`config.mk`:
```
export PLATFORM = sky130hd
export DESIGN_NAME = decoder_3_8_seq_flat
export DESIGN_NICKNAME = d
export VERILOG_FILES = /design/src/rtl/decoder_3_8_seq_pkg.sv /design/src/rtl/decoder_3_8_seq_if.sv /design/src/rtl/decoder_3_8_seq_dec.sv /design/src/rtl/decoder_3_8_seq.sv /design/src/flat_wrapper.sv
export SDC_FILE = /design/constraint.sdc
export NUM_CORES = 1
export LEC_CHECK = 0
export ABC_CLOCK_PERIOD_IN_PS = 1790
export CAP_MARGIN = 10
export CORE_MARGIN = 1
export CORE_UTILIZATION = 45
export DETAILED_ROUTE_END_ITERATION = 10
export GPL_TIMING_DRIVEN = 0
export PLACE_DENSITY = 0.77
export SYNTH_ARGS = -nofsm -noshare
export SYNTH_HDL_FRONTEND = slang
export SYNTH_SLANG_ARGS = --single-unit
```
`constraint.sdc`:
```
create_clock -name clk -period 1.79 [get_ports clk]
set_input_delay 0.358 -clock clk [delete_from_list [all_inputs] [get_ports clk]]
set_output_delay 0.358 -clock clk [all_outputs]
set_load 0.05 [all_outputs]
```
`src/rtl/decoder_3_8_seq_pkg.sv`:
```
// decoder_3_8_seq_pkg: shared state encoding and widths for the sequenced 3-to-8 decoder.
package decoder_3_8_seq_pkg;
   localparam int ONEHOT_W = 8;
   localparam int IDX_W = 3;
   typedef enum logic [1:0] {
      IDLE  = 2'd0,
      DRIVE = 2'd1,
      GAP   = 2'd2
   } state_t;
endpackage

```
`src/rtl/decoder_3_8_seq_if.sv`:
```
// decoder_3_8_seq_if: index handshake in, one-hot pulse out.
interface decoder_3_8_seq_if;
   import decoder_3_8_seq_pkg::*;
   logic en;
   logic v_in;
   logic [IDX_W-1:0] in;
   logic rdy;
   logic [ONEHOT_W-1:0] out;
   logic v_out;
   logic done;
   modport master (output en, v_in, in, input rdy, out, v_out, done);
   modport slave (input en, v_in, in, output rdy, out, v_out, done);
endinterface

```
`src/rtl/decoder_3_8_seq_dec.sv`:
```
// dec_3_8_comb: pure combinational 3-to-8 one-hot decode.
module dec_3_8_comb
   import decoder_3_8_seq_pkg::*;
(
   input  logic [IDX_W-1:0]    idx,
   output logic [ONEHOT_W-1:0] onehot
);
   assign onehot = ONEHOT_W'(1) << idx;
endmodule

```
`src/rtl/decoder_3_8_seq.sv`:
```
// decoder_3_8_seq: accepts an index, drives its one-hot line for HOLD_CYCLES, then idles GAP_CYCLES.
module decoder_3_8_seq
   import decoder_3_8_seq_pkg::*;
#(
   parameter int HOLD_CYCLES = 4,
   parameter int GAP_CYCLES  = 1
) (
   input logic clk,
   input logic rst,
   decoder_3_8_seq_if.slave bus
);
   localparam int MAX_C = (HOLD_CYCLES > GAP_CYCLES) ? HOLD_CYCLES : GAP_CYCLES;
   localparam int CW = ($clog2(MAX_C + 1) < 1) ? 1 : $clog2(MAX_C + 1);
   localparam logic [CW-1:0] HOLD_LD = CW'(HOLD_CYCLES - 1);
   localparam logic [CW-1:0] GAP_LD = CW'((GAP_CYCLES > 0) ? GAP_CYCLES - 1 : 0);
   state_t state, nxt;
   logic [CW-1:0] cnt, cnt_n;
   logic [IDX_W-1:0] code, code_n;
   logic [ONEHOT_W-1:0] dec_out;
   logic done_n;
   dec_3_8_comb u_dec (.idx(code_n), .onehot(dec_out));
   assign bus.rdy = bus.en && (state == IDLE);
   always_ff @(posedge clk or posedge rst) begin
      if (rst) begin
         state <= IDLE;
         cnt <= '0;
         code <= '0;
         bus.out <= '0;
         bus.v_out <= 1'b0;
         bus.done <= 1'b0;
      end else begin
         state <= nxt;
         cnt <= cnt_n;
         code <= code_n;
         bus.out <= (nxt == DRIVE) ? dec_out : '0;
         bus.v_out <= (nxt == DRIVE);
         bus.done <= done_n;
      end
   end
   // Outputs are registered from the next state, so out follows the accept edge by one cycle.
   always_comb begin
      nxt = state;
      cnt_n = cnt;
      code_n = code;
      done_n = 1'b0;
      if (!bus.en) begin
         nxt = IDLE;
         cnt_n = '0;
      end else begin
         case (state)
            IDLE: if (bus.v_in) begin
               nxt = DRIVE;
               cnt_n = HOLD_LD;
               code_n = bus.in;
            end
            DRIVE: if (cnt == '0) begin
               done_n = 1'b1;
               nxt = (GAP_CYCLES > 0) ? GAP : IDLE;
               cnt_n = (GAP_CYCLES > 0) ? GAP_LD : '0;
            end else begin
               cnt_n = cnt - 1'b1;
            end
            GAP: if (cnt == '0) begin
               nxt = IDLE;
            end else begin
               cnt_n = cnt - 1'b1;
            end
            default: nxt = IDLE;
         endcase
      end
   end
endmodule

```
`src/flat_wrapper.sv`:
```
// flat-port wrapper written by rule: the top's interface ports become plain ports
module decoder_3_8_seq_flat import decoder_3_8_seq_pkg::*;
#(
   parameter int HOLD_CYCLES = 4,
   parameter int GAP_CYCLES  = 1
)
  (clk, rst, bus_en, bus_v_in, bus_in, bus_rdy, bus_out, bus_v_out, bus_done);
  decoder_3_8_seq_if bus_i ();
  input logic clk;
  input logic rst;
  input wire logic [$bits(bus_i.en)-1:0] bus_en;
  input wire logic [$bits(bus_i.v_in)-1:0] bus_v_in;
  input wire logic [$bits(bus_i.in)-1:0] bus_in;
  output wire logic [$bits(bus_i.rdy)-1:0] bus_rdy;
  output wire logic [$bits(bus_i.out)-1:0] bus_out;
  output wire logic [$bits(bus_i.v_out)-1:0] bus_v_out;
  output wire logic [$bits(bus_i.done)-1:0] bus_done;
  assign bus_i.en = bus_en;
  assign bus_i.v_in = bus_v_in;
  assign bus_i.in = bus_in;
  assign bus_rdy = bus_i.rdy;
  assign bus_out = bus_i.out;
  assign bus_v_out = bus_i.v_out;
  assign bus_done = bus_i.done;
  decoder_3_8_seq #(.HOLD_CYCLES(HOLD_CYCLES), .GAP_CYCLES(GAP_CYCLES)) u_core (.clk(clk), .rst(rst), .bus(bus_i));
endmodule
```
==> results.json <==
{
  "setup_viol": 0,
  "status": "finished clean",
  "die_area_um2": 2340,
  "grt_pass1_wl_mm": 2.98,
  "pwr-share-seq": 0.339,
  "rows": 16,
  "diodes": 0,
  "r2r_end": "u_core.cnt[0]",
  "skew_ns": 0.00284,
  "slowest_stage": "dfrtp_1",
  "switching_share": 0.397,
  "cts_buffer_depth": 2,
  "rrSetupSlack_ns": 0.08,
  "cp_max_fo": 7,
  "clk_pin_slew_ns": 0.10,
  "gp_congestion": 0.846,
  "rsz0062_at_grt": "true",
  "maxCapViolations": 0,
  "chipHeight_um": 48.4,
  "worstHoldPathType": "input pin to async pin",
  "crit_path_frequent_cell": "buf_6",
  "worstSetupPathType": "register to output port",
  "grt_pass1_vias": 665,
  "powerDensity_nw_per_um2": 1190,
  "ios": 18,
  "dpl.hpwl_mm": 1.21,
  "slew_violations": 0,
  "r2r_start": "u_core.state[0]",
  "max_stage_delay_ns": 0.37,
  "peakVddDrop_mv": 0.803,
  "dp.cells": 139,
  "worstPathCellList": "inv_1 > ha_1 > buf_6 > and2_2 > buf_6",
  "antenna_found_initial": 0,
  "max_freq_ghz": 0.580,
  "fin_util": 0.649,
  "fin_cells": 146,
  "clkSinkCount": 18,
  "path_delay_family": "flip-flops",
  "hold_ws_ns": 0.462,
  "critPathRequiredTime_ns": 1.43,
  "p_int_uw": 924,
  "period_share": 0.963,
  "yosysTopAreaCell": "dfrtp_1",
  "syn_avg_cell_area_um2": 10.2,
  "drt_first_pass_iters": 4,
  "initial_core_util": 0.488,
  "ff2ff_path_depth": 7,
  "grt_overflow_total": 0,
  "syn_area_um2": 967,
  "relSlewSlack": 0.567,
  "grt_max_degree": 19,
  "synth_fp_nets": 108,
  "ys_seq_area_frac": 0.466,
  "synth_cell_types": 29,
  "cts-root-buf": "clkbuf_4",
  "crit_arrival_ns": 1.37,
  "dr_total_vias": 724,
  "numCtsBuffers": 3,
  "yosys_warnings": 0,
  "start_kind": "register",
  "syn_to_final_growth_pct": 33.0,
  "fin_crit_ns": 1.72,
  "viasPerCell": 4.96,
  "portBuffers": 17,
  "hold_violations": 0,
  "synth_top_area_share": 0.466,
  "end_kind": "output port",
  "drive_above_1_share": 0.218,
  "synth_cells": 95,
  "clkPwrFrac": 0.160,
  "detail-route-antenna-nets": 0,
  "power_frac_comb": 0.501,
  "wire_per_inst_um": 12.6,
  "finalPower_mw": 1.53,
  "htreeDepth": 1,
  "switchingPower_uw": 609,
  "ctsHoldBuffers": 0,
  "power.leakage_nw": 0.744,
  "netlist_top_cells_area": "dfrtp_1, ha_1, nand2b_1",
  "grt_util_all_layers": 0.167,
  "critPathBufInv": 3,
  "drc_errors": 0,
  "fin_ws_ns": 0.0658,
  "ys_ff_latch": 18,
  "pre_cts_ws_ns": -0.511,
  "final_nets": 133,
  "drtIter0Drc": 9,
  "tightestPinTransition_ns": 0.648,
  "cts_tree": "yes",
  "clock_latency_ns": 0.28,
  "dieWidth_um": 48.4,
  "wl_mm": 1.83,
  "core_um2": 1980
}
==> registers in the layout (all words and copies together) (netlist names) <==
name,flops
u_core.state,2
u_core.bus.out,8
u_core.code,3
u_core.bus.done,1
u_core.cnt,3
u_core.bus.v_out,1
==> worst max path at each step <==
| stage | start | end | cells after the start | slack [ns] |
|---|---|---|---|---|
| final | u_core.state[0] | bus_rdy | 5 | 0.07 |
| after CTS | u_core.bus.done | bus_done | 1 | 0.005 |
| after detailed placement | bus_en | bus_rdy | 3 | -0.51 |
| after global routing | u_core.state[0] | u_core.cnt[0] | 7 | -0.03 |
| after global placement | bus_en | bus_rdy | 3 | -0.51 |
| after floorplan | u_core.state[1] | u_core.cnt[2] | 7 | 0.02 |
==> cells in the mapped netlist, drive strengths merged <==
| master | count |
|---|---|
| dfrtp | 18 |
| inv | 9 |
| nand2 | 9 |
| nor2 | 8 |
| nand2b | 7 |
| ha | 6 |
| a21oi | 4 |
| nor3 | 4 |
| nor3b | 4 |
| mux2 | 3 |
| mux2i | 3 |
| o21ai | 3 |
| a21o | 2 |
| a221oi | 2 |
| nor2b | 2 |
| a211oi | 1 |
| and2 | 1 |
| and2b | 1 |
| and3 | 1 |
| buf | 1 |
| nand3 | 1 |
| o2111ai | 1 |
| o21a | 1 |
| o22a | 1 |
| or2 | 1 |
| or4 | 1 |
==> routing by layer <==
layer | global-route usage | wire length, um | vias up | share of wire
met5 | 0 | 0 | - | 0
met4 | 0.0588 | 14 | 0 | 0.0076
met3 | 0.0314 | 69 | 2 | 0.038
met2 | 0.293 | 953 | 17 | 0.52
met1 | 0.204 | 796 | 338 | 0.43
li1 | - | - | 367 | -
==> logic make-up after synthesis <==
family | synth area share
compound gates | 0.111
fa+ha+maj | 0.0776
buf+inv | 0.0466
flops | 0.466
mux | 0.0660
simple gates | 0.233
==> timing repair <==
| item | 4_1_cts | 5_1_grt |
|---|---|---|
| gates resized for setup | 8 | 19 |
| endpoints found under the setup margin | 5 | 22 |
| cloned | 0 | 0 |
| pin swaps | 0 | 2 |
| setup buffers | 2 | 1 |
==> cell type report <==
cell class	count	area [um2]
Fill cell	152	696
Multi-Input combinational cell	67	505
Sequential cell	18	450
Timing Repair Buffer	20	215
Clock buffer	4	36.3
Inverter	9	33.8
Tap cell	27	33.8
Buffer	1	11.3
==> metrics by stage <==
step                area (um2)  setup TNS [ns]
detailed placement        1170           -1.79
global placement          1170           -1.68
floorplan                  967               0
CTS                       1220               0
global route              1290         -0.0312
finish                    1290               0
==> placed cells by master (no fill, tap or decap), types with 3 or more instances in the layout <==
cell | Yosys | final
nand2_1 | 9 | 9
dfrtp_1 | 18 | 18
mux2i_1 | 3 | 3
inv_1 | 9 | 8
nor3_1 | 4 | 4
ha_1 | 6 | 5
clkbuf_4 | 0 | 3
dlymetal6s2s_1 | 0 | 9
buf_4 | 0 | 3
a21oi_1 | 4 | 4
mux2_2 | 3 | 3
nand2b_1 | 7 | 7
clkdlybuf4s50_1 | 0 | 6
nor2_1 | 8 | 6
==> power groups by stage <==
stage | clock network (mW) | logic (mW) | registers [mW]
after floorplan | 0 | 0.444 | 0.612
after global placement | 0 | 0.676 | 0.529
after detailed placement | 0 | 0.688 | 0.534
after CTS | 0.253 | 0.711 | 0.519
after global routing | 0.275 | 0.833 | 0.528
final | 0.246 | 0.767 | 0.519
Note: power is estimated with default switching activity, not from simulation.
